--- src/rtl/servo_pkg.sv ---
// Shared constants and pulse-width arithmetic for the multi-channel servo PWM block.
// Values are carried in a 32-bit word so one function serves every PW_W up to 31.
package servo_pkg;

  localparam int unsigned DEF_FRAME_TICKS = 2000000;
  localparam int unsigned DEF_MIN_PW      = 70000;
  localparam int unsigned DEF_MAX_PW      = 230000;
  localparam int unsigned DEF_STEP        = 4000;

  typedef logic [31:0] pw_word_t;

  // Zero stays zero (channel off); anything else is forced into [min_pw, max_pw].
  function automatic pw_word_t clamp_pw(pw_word_t pw, pw_word_t min_pw, pw_word_t max_pw);
    pw_word_t res;
    res = pw;
    if (pw == '0)
      res = '0;
    else if (pw < min_pw)
      res = min_pw;
    else if (pw > max_pw)
      res = max_pw;
    return res;
  endfunction

  function automatic pw_word_t slew_next(pw_word_t active, pw_word_t target, pw_word_t step);
    pw_word_t    res;
    logic [32:0] diff;
    res  = target;
    diff = (target > active) ? ({1'b0, target} - {1'b0, active})
                             : ({1'b0, active} - {1'b0, target});
    if (target == '0)
      res = '0;
    else if (active == '0)
      res = target;
    else if (step == '0 || diff <= {1'b0, step})
      res = target;
    else if (target > active)
      res = active + step;
    else
      res = active - step;
    return res;
  endfunction

endpackage

--- src/rtl/servo_slew.sv ---
// One servo channel: clamped target register plus a slew-limited active width.
// Target loads on the write edge; active moves only on the frame-end edge; settled lags one cycle.
module servo_slew
  import servo_pkg::*;
#(
  parameter int unsigned PW_W   = 18,
  parameter int unsigned MIN_PW = DEF_MIN_PW,
  parameter int unsigned MAX_PW = DEF_MAX_PW,
  parameter int unsigned STEP   = DEF_STEP
) (
  input  logic            clk,
  input  logic            rst,
  input  logic            wr_en,
  input  logic [PW_W-1:0] wr_pw,
  input  logic            frame_end,
  output logic [PW_W-1:0] active,
  output logic            settled
);

  logic [PW_W-1:0] target;

  // The step reads the pre-write target, so a write landing on frame_end waits a frame.
  always_ff @(posedge clk) begin
    if (rst) begin
      target  <= '0;
      active  <= '0;
      settled <= 1'b1;
    end else begin
      if (frame_end)
        active <= PW_W'(slew_next(pw_word_t'(active), pw_word_t'(target), pw_word_t'(STEP)));
      if (wr_en)
        target <= PW_W'(clamp_pw(pw_word_t'(wr_pw), pw_word_t'(MIN_PW), pw_word_t'(MAX_PW)));
      settled <= (active == target);
    end
  end

endmodule

--- src/rtl/servo_pwm_multi.sv ---
// Multi-channel servo PWM: shared frame counter, per-channel slew, registered pwm pins.
// pwm lags the counter by one cycle; cmd_ready is high every cycle once out of reset.
module servo_pwm_multi
  import servo_pkg::*;
#(
  parameter int unsigned CHANNELS    = 4,
  parameter int unsigned FRAME_TICKS = DEF_FRAME_TICKS,
  parameter int unsigned PW_W        = 18,
  parameter int unsigned MIN_PW      = DEF_MIN_PW,
  parameter int unsigned MAX_PW      = DEF_MAX_PW,
  parameter int unsigned STEP        = DEF_STEP,
  localparam int unsigned CHAN_W     = (CHANNELS > 1) ? $clog2(CHANNELS) : 1
) (
  input  logic                clk,
  input  logic                rst,
  input  logic                cmd_valid,
  output logic                cmd_ready,
  input  logic [CHAN_W-1:0]   cmd_chan,
  input  logic [PW_W-1:0]     cmd_pw,
  output logic [CHANNELS-1:0] pwm,
  output logic [CHANNELS-1:0] settled,
  output logic                frame_start
);

  localparam int unsigned CNT_W = (FRAME_TICKS > 1) ? $clog2(FRAME_TICKS) : 1;

  if (CHANNELS < 1 || CHANNELS > 16) begin : g_bad_channels
    $error("servo_pwm_multi: CHANNELS must be 1..16");
  end
  if (MAX_PW >= FRAME_TICKS) begin : g_bad_frame
    $error("servo_pwm_multi: MAX_PW must be below FRAME_TICKS");
  end
  if (MIN_PW > MAX_PW) begin : g_bad_range
    $error("servo_pwm_multi: MIN_PW must not exceed MAX_PW");
  end
  if (PW_W > 31 || 64'(MAX_PW) >= (64'(1) << PW_W)) begin : g_bad_width
    $error("servo_pwm_multi: MAX_PW must fit in PW_W bits");
  end

  logic [CNT_W-1:0]    counter;
  logic                last_tick;
  logic [CHANNELS-1:0] wr_en;
  logic [CHANNELS-1:0] pwm_next;
  logic [PW_W-1:0]     active [CHANNELS];

  assign last_tick = (counter == CNT_W'(FRAME_TICKS - 1));

  always_comb begin
    wr_en    = '0;
    pwm_next = '0;
    for (int i = 0; i < CHANNELS; i++) begin
      // Indices at or beyond CHANNELS match no slot and are dropped here.
      wr_en[i]    = cmd_valid && cmd_ready && (32'(cmd_chan) == 32'(i));
      pwm_next[i] = (32'(counter) < 32'(active[i]));
    end
  end

  always_ff @(posedge clk) begin
    if (rst) begin
      counter     <= '0;
      frame_start <= 1'b0;
      cmd_ready   <= 1'b0;
      pwm         <= '0;
    end else begin
      counter     <= last_tick ? '0 : counter + CNT_W'(1);
      frame_start <= last_tick;
      cmd_ready   <= 1'b1;
      pwm         <= pwm_next;
    end
  end

  for (genvar i = 0; i < CHANNELS; i++) begin : g_ch
    servo_slew #(
      .PW_W   (PW_W),
      .MIN_PW (MIN_PW),
      .MAX_PW (MAX_PW),
      .STEP   (STEP)
    ) u_slew (
      .clk       (clk),
      .rst       (rst),
      .wr_en     (wr_en[i]),
      .wr_pw     (cmd_pw),
      .frame_end (last_tick),
      .active    (active[i]),
      .settled   (settled[i])
    );
  end

endmodule
--- config.mk ---
export PLATFORM = sky130hd
export DESIGN_NAME = servo_pwm_multi
export DESIGN_NICKNAME = d
export VERILOG_FILES = /design/src/rtl/servo_pkg.sv /design/src/rtl/servo_slew.sv /design/src/rtl/servo_pwm_multi.sv
export SDC_FILE = /design/constraint.sdc
export NUM_CORES = 1
export LEC_CHECK = 0
export CORE_UTILIZATION = 45
export CTS_CLUSTER_DIAMETER = 120
export DETAILED_ROUTE_END_ITERATION = 10
export GPL_TIMING_DRIVEN = 0
export PLACE_DENSITY = 0.66
export SYNTH_ARGS = -nofsm -noshare
export SYNTH_HDL_FRONTEND = slang
export SYNTH_SLANG_ARGS = --single-unit
--- constraint.sdc ---
create_clock -name clk -period 11.33 [get_ports clk]
set_input_delay 2.266 -clock clk [delete_from_list [all_inputs] [get_ports clk]]
set_output_delay 2.266 -clock clk [all_outputs]
set_load 0.03 [all_outputs]
==> results of run 1 <==
registers in the layout, indices dropped and copies added, names as in the netlist:
name / cells
pwm: 4
counter: 21
frame_start: 1
cmd_ready: 1
g_ch.u_slew.target: 72
g_ch.u_slew.settled: 4
g_ch.u_slew.active: 72
critical path, stage by stage (launching register included):
cell,delay [ns]
dfxtp_1,0.45
inv_1,0.15
ha_1,0.34
nor2b_1,0.13
o21ai_0,0.20
a21boi_0,0.19
o31ai_1,0.69
o21a_1,0.28
o31ai_1,0.11
nand2_1,0.36
inv_1,0.25
ha_1,0.38
a21oi_1,0.15
o21ai_0,0.16
a21o_1,0.21
a21o_1,0.19
a21o_1,0.20
a41o_1,0.26
o41ai_1,0.35
xnor2_1,0.13
mux2i_1,0.19
o22ai_1,0.09
synthesized netlist by cell type (all sizes together), types with 59 or more instances:
library cell | count | area, um^2
nand3 | 59 | 295.3
xnor2 | 76 | 665.6
nand2 | 128 | 483.0
nor2 | 246 | 925.9
a21o | 84 | 631.9
clkbuf | 65 | 246.5
dfxtp | 175 | 3503
ha | 257 | 3216
o21ai | 125 | 625.6
inv | 193 | 724.4
a21oi | 216 | 1092
mux2i | 69 | 690.7
metrics by stage:
stage | cells | hold slack, ns
finish | 2955 | 0.4957
floorplan | 2368 | 0.4590
detailed placement | 2923 | 0.4830
global placement | 2923 | 0.4757
global route | 2955 | 0.5353
CTS | 2955 | 0.4907
power by group:
| part | internal (mW) | switching, mW |
|---|---|---|
| logic | 0.235 | 0.329 |
| registers | 0.624 | 0.0139 |
| clock network | 0.299 | 0.290 |
final cells by class:
cell class | instances | area [um^2] | area share
Sequential cell | 175 | 3503 | 0.1770
Inverter | 193 | 724.4 | 0.03659
Timing Repair Buffer | 30 | 300.3 | 0.01517
Clock inverter | 14 | 143.9 | 0.007268
Tap cell | 525 | 656.9 | 0.03318
Multi-Input combinational cell | 1895 | 13500 | 0.6822
Buffer | 105 | 524.3 | 0.02648
Clock buffer | 18 | 439.2 | 0.02218
per-layer routing:
metal  up-vias  part of all wire  GRT usage
met3       102             0.063    0.03995
met2       614              0.46     0.4638
met5         -                 0          0
met4         0             0.025    0.08351
li1       8659                 -          -
met1      8384              0.45     0.3677
path summary, 6_finish.rpt:
kind	startpoint	cells after the start	to
min reg2reg	g_ch[0].u_slew.active[4]	2	g_ch[0].u_slew.active[4]
max reg2reg	g_ch[1].u_slew.active[1]	21	g_ch[1].u_slew.active[17]
min	g_ch[0].u_slew.active[4]	2	g_ch[0].u_slew.active[4]
max	g_ch[1].u_slew.active[1]	21	g_ch[1].u_slew.active[17]
logic make-up (layout without fill, tap and decap cells):
kind of cell | count (synthesis) | count (layout) | share of synthesized area
AND/OR/NAND/NOR | 709 | 709 | 0.1900
AO/OA/AOI/OAI | 707 | 707 | 0.2526
buffers and inverters | 298 | 360 | 0.06840
adder cells (fa/ha/maj) | 269 | 269 | 0.1893
flip-flops | 175 | 175 | 0.1919
XOR/XNOR | 133 | 133 | 0.06381
multiplexers | 77 | 77 | 0.04400
==> results.cfg, run 1 <==
[grt]
grt_use_total = 0.2775
grt_max_degree = 19
gr-total-overflow = 0
grt_pass1_vias = 16990
antenna_found_initial = 0
grt_pass1_wl_um = 91880

[finish]
final_cell_mix = ha_1 (257), nor2_1 (245), a21oi_1 (215)
design_area_um2 = 19800
drive_gt1_frac = 0.04403
fillCellCount = 3885
final_util = 0.4960
layout_commonest_cell = ha_1
final_nets = 2709
diodes = 0
area_growth_pct = 8.437

[critical_path]
critPathKind = flip-flop to flip-flop
worstSetupEndpointType = flip-flop
startpoint_type = flip-flop
arrival_ns = 5.93
cp_max_fo = 9
cp_data_required_time_ns = 11.61
reg2reg_slack_ns = 5.68

[sta]
finalHoldViolations = 0
setup_slack_ns = 5.683
report.final.setup_viol = 0
min_period_ns = 5.647
final-max-slew-violation-count = 0
rsz0062_at_grt = false
finalSetupTns_ns = 0
max_slew_margin = 0.08271
fin_crit_sh = 0.4984
final.setup_skew_ns = 0.01677
worst_slew_pin_slew_ns = 1.362
fmax_ghz = 0.1771

[logic_synthesis]
synthArstFlopShare = 0
synth_seq_cells = 175
synth_area_um2 = 18260
synth-edff-count = 0
syn_avg_cell_area_um2 = 7.710
synth_cells = 2368
yosysSeqAreaShare = 0.1919
ys_types = 85
dominantRegCellSynth = dfxtp_1
yosys_warnings = 0
syn-num-nets = 2660

[placed_design]
place_area_um2 = 19210
hpwl_um = 45160
dp_slack_ns = 5.752
gp_congestion = 0.9221
port_buffers = 30

[power_and_ir_drop]
ir_drop_uv = 96.24
power_leakage_nw = 8.599
power.total_mw = 1.791
p_per_area_nw_per_um2 = 90.49

[routing]
vias = 17760
routed_via_density = 6.010
drc = 0
drt_wl_total_um = 57550
ant_nets = 0
firstDrtPassIters = 5
wl_per_cell_um = 19.47
drt_iter0_markers = 1377

[die]
rows = 73
start_util = 0.4574
dieArea_um2 = 41380
dieWidth_um = 203.4
io_pins = 33
core_um2 = 39910
die-height_um = 203.4

[flow_run]
maxCapViolations = 0

[clocking]
clockBufferDepth = 2
cts_root_buf = clkbuf_16
cts_sinks = 175
h-tree-depth = 4
worstSkewPairLatency_ns = 0.44
post_cts_buffers = 0
clkTransAtPathRegs_ns = 0.08
cts_buffers = 17
cts_hold_buf = 0
cts_tree = built
cts_repair_resize_count = 0

[status]
run_status = complete, no violations

[min_path]
hp-class = flip-flop to flip-flop
Power figures use the tool's default switching activity.
==> run 2: changes to the inputs <==
--- a/config.mk
+++ b/config.mk
@@ -9,7 +9,7 @@
 export CTS_CLUSTER_DIAMETER = 120
 export DETAILED_ROUTE_END_ITERATION = 10
 export GPL_TIMING_DRIVEN = 0
-export PLACE_DENSITY = 0.66
+export PLACE_DENSITY = 0.68
 export SYNTH_ARGS = -nofsm -noshare
 export SYNTH_HDL_FRONTEND = slang
 export SYNTH_SLANG_ARGS = --single-unit
==> constraint.sdc (replaced) <==
create_clock -name clk -period 4.55 [get_ports clk]
set_input_delay 0.91 -clock clk [delete_from_list [all_inputs] [get_ports clk]]
set_output_delay 0.91 -clock clk [all_outputs]
set_load 0.03 [all_outputs]
==> run 2 against run 1 <==
Clock skew is essentially flat. Flip-flop and latch count is the same. Clock-buffer cell count down 1. Combinational power increased to 2.7 times the previous value. Wire length grew 0.29%. Sequential share of layout area is 0.42 points lower. Via count increased by 1.1%. Hold slack better by 0.0013 ns. Critical path type unchanged.
==> results.cfg, run 2 (synthesis results as in run 1) <==
[routing]
drt_wl_total_um = 57720
wl_per_cell_um = 19.44
wl_met1_um = 25400
firstDrtPassIters = 5
drt_iter0_markers = 1480
routed_via_density = 6.048
wl_met3_um = 3976
ant_nets = 0
top_layer_used = met4
vias = 17960
wl_met2_um = 26870
drc = 0

[finish]
area_growth_pct = 11.68
drive_gt1_frac = 0.09043
design_area_um2 = 20390
fillCellCount = 3786
diodes = 0
regArea_um2 = 3523
final_cell_mix = ha_1 (246), nor2_1 (241), a21oi_1 (202)
final_nets = 2723
layout_commonest_cell = ha_1
multiInputGateArea_um2 = 13870
reg_top3 = g_ch.u_slew.active: 72 flops, g_ch.u_slew.target: 72 flops, counter: 21 flops

[critical_path]
cp_max_fo = 15
critPathCapture = g_ch[2].u_slew.active[16]
arrival_ns = 4.70
r2r_start = g_ch[2].u_slew.active[16]
critPathKind = flip-flop to flip-flop
regToRegEndpoint = g_ch[2].u_slew.active[16]
r2r_cells = 22
critPathSlowestCell = dfxtp_1
worstSetupEndpointType = flip-flop
cp_data_required_time_ns = 4.84
cpMostUsedCell = a21oi_2
startpoint_type = flip-flop
crit_chain = inv_1 -> ha_1 -> buf_2 -> a21oi_1 -> nand2_1 -> o221ai_2 -> o21a_1 -> a21o_2 -> buf_6 -> ha_1 -> a21o_1 -> a21oi_2 -> o21ai_0 -> a21oi_2 -> o21bai_1 -> a21oi_2 -> nor2b_1 -> o21a_1 -> o41ai_2 -> xnor2_1 -> mux2i_1 -> o22ai_1
crit_start = g_ch[2].u_slew.active[16]
reg2reg_slack_ns = 0.14
slowest_delay_ns = 0.39

[power_and_ir_drop]
clkPwrFrac = 0.328
combinationalPowerShare = 0.329
swShare = 0.3510
p_int_mw = 2.999
p_switching_mw = 1.622
pwr-share-seq = 0.344
ir_drop_uv = 198.0
p_per_area_nw_per_um2 = 226.6
power_leakage_nw = 8.849

[grt]
antenna_found_initial = 0
grt_use_total = 0.2753
grt_pass1_vias = 17210
grt_max_degree = 19
grt_pass1_wl_um = 91220
gr-total-overflow = 0

[status]
run_status = complete, no violations

[flow_run]
maxCapViolations = 0

[placed_design]
place_area_um2 = 19210
port_buffers = 30
hpwl_um = 44740
gp_congestion = 0.9446
dp_slack_ns = -1.078

[sta]
max_slew_margin = 0.1510
setup_slack_ns = 0.1364
report.final.setup_viol = 0
fin_crit_sh = 0.9700
rsz0062_at_grt = true
final-max-slew-violation-count = 0
final.setup_skew_ns = 0.01684
min_period_ns = 4.414
fin_hold_ws_ns = 0.4970
worst_slew_pin_slew_ns = 1.260
finalHoldViolations = 0
fmax_ghz = 0.2266

[clocking]
cts_root_buf = clkbuf_16
cts_sinks = 175
worstSkewPairLatency_ns = 0.45
h-tree-depth = 4
clockBufferDepth = 2
clkTransAtPathRegs_ns = 0.07
cts_hold_buf = 0
cts_tree = built
cts_buffers = 17

[die]
io_pins = 33
start_util = 0.4574
core_um2 = 39910
die-height_um = 203.4
dieArea_um2 = 41380
rows = 73
dieWidth_um = 203.4

[min_path]
hp-class = flip-flop to flip-flop
run 2: timing repair:
action | in CTS | in global routing
pin swaps | 5 | 12
endpoints found under the setup margin | 37 | 34
setup buffers | 4 | 17
resized for setup | 34 | 118
run 2: layout make-up:
class	count	share of cell area
Inverter	193	0.03608
Buffer	98	0.02700
Clock buffer	17	0.02087
Multi-Input combinational cell	1895	0.6801
Sequential cell	175	0.1728
Tap cell	525	0.03222
Clock inverter	15	0.008469
Timing Repair Buffer	51	0.02246
run 2: power groups by stage:
stage	clock network [mW]	logic [mW]	registers (mW)
2_1_floorplan	0	1.04	1.62
3_3_place_gp	0	1.35	1.62
3_5_place_dp	0	1.37	1.62
4_1_cts	1.52	1.42	1.59
5_1_grt	1.59	1.65	1.59
6_report	1.51	1.52	1.59
run 2: routing by layer:
metal / track usage / up-vias
met5: 0 / -
met3: 0.03675 / 107
met4: 0.08351 / 0
li1: - / 8689
met1: 0.3607 / 8507
met2: 0.4668 / 654
run 2: worst max-delay path: cells and delay by family, from the launching register on:
family	cells	cell delay, ns
buffers and inverters	3	0.52
xor gates and xnor gates	1	0.11
muxes	1	0.14
and+or+nand+nor	2	0.17
DFF	1	0.39
adders and majority gates	2	0.56
AOI/OAI and AO/OA	13	2.35
run 2: metrics by stage:
stage	utilization	setup TNS, ns	instances	power (mW)
after floorplan	-	0	2368	2.658
after global placement	0.4814	-12.16	2923	2.970
after detailed placement	0.4814	-13.30	2923	2.997
after CTS	0.5004	-0.06362	2959	4.534
after global routing	0.5108	-0.07082	2969	4.830
final	0.5108	0	2969	4.621
run 2: worst min-delay path by stage:
stage	from	endpoint	slack (ns)	cells after the start
after floorplan	g_ch[0].u_slew.active[4]	g_ch[0].u_slew.active[4]	0.46	2
after global placement	g_ch[0].u_slew.active[4]	g_ch[0].u_slew.active[4]	0.48	2
after detailed placement	g_ch[0].u_slew.active[4]	g_ch[0].u_slew.active[4]	0.49	2
after CTS	g_ch[0].u_slew.active[4]	g_ch[0].u_slew.active[4]	0.50	2
after global routing	g_ch[0].u_slew.active[4]	g_ch[0].u_slew.active[4]	0.52	2
final	g_ch[0].u_slew.active[4]	g_ch[0].u_slew.active[4]	0.50	2
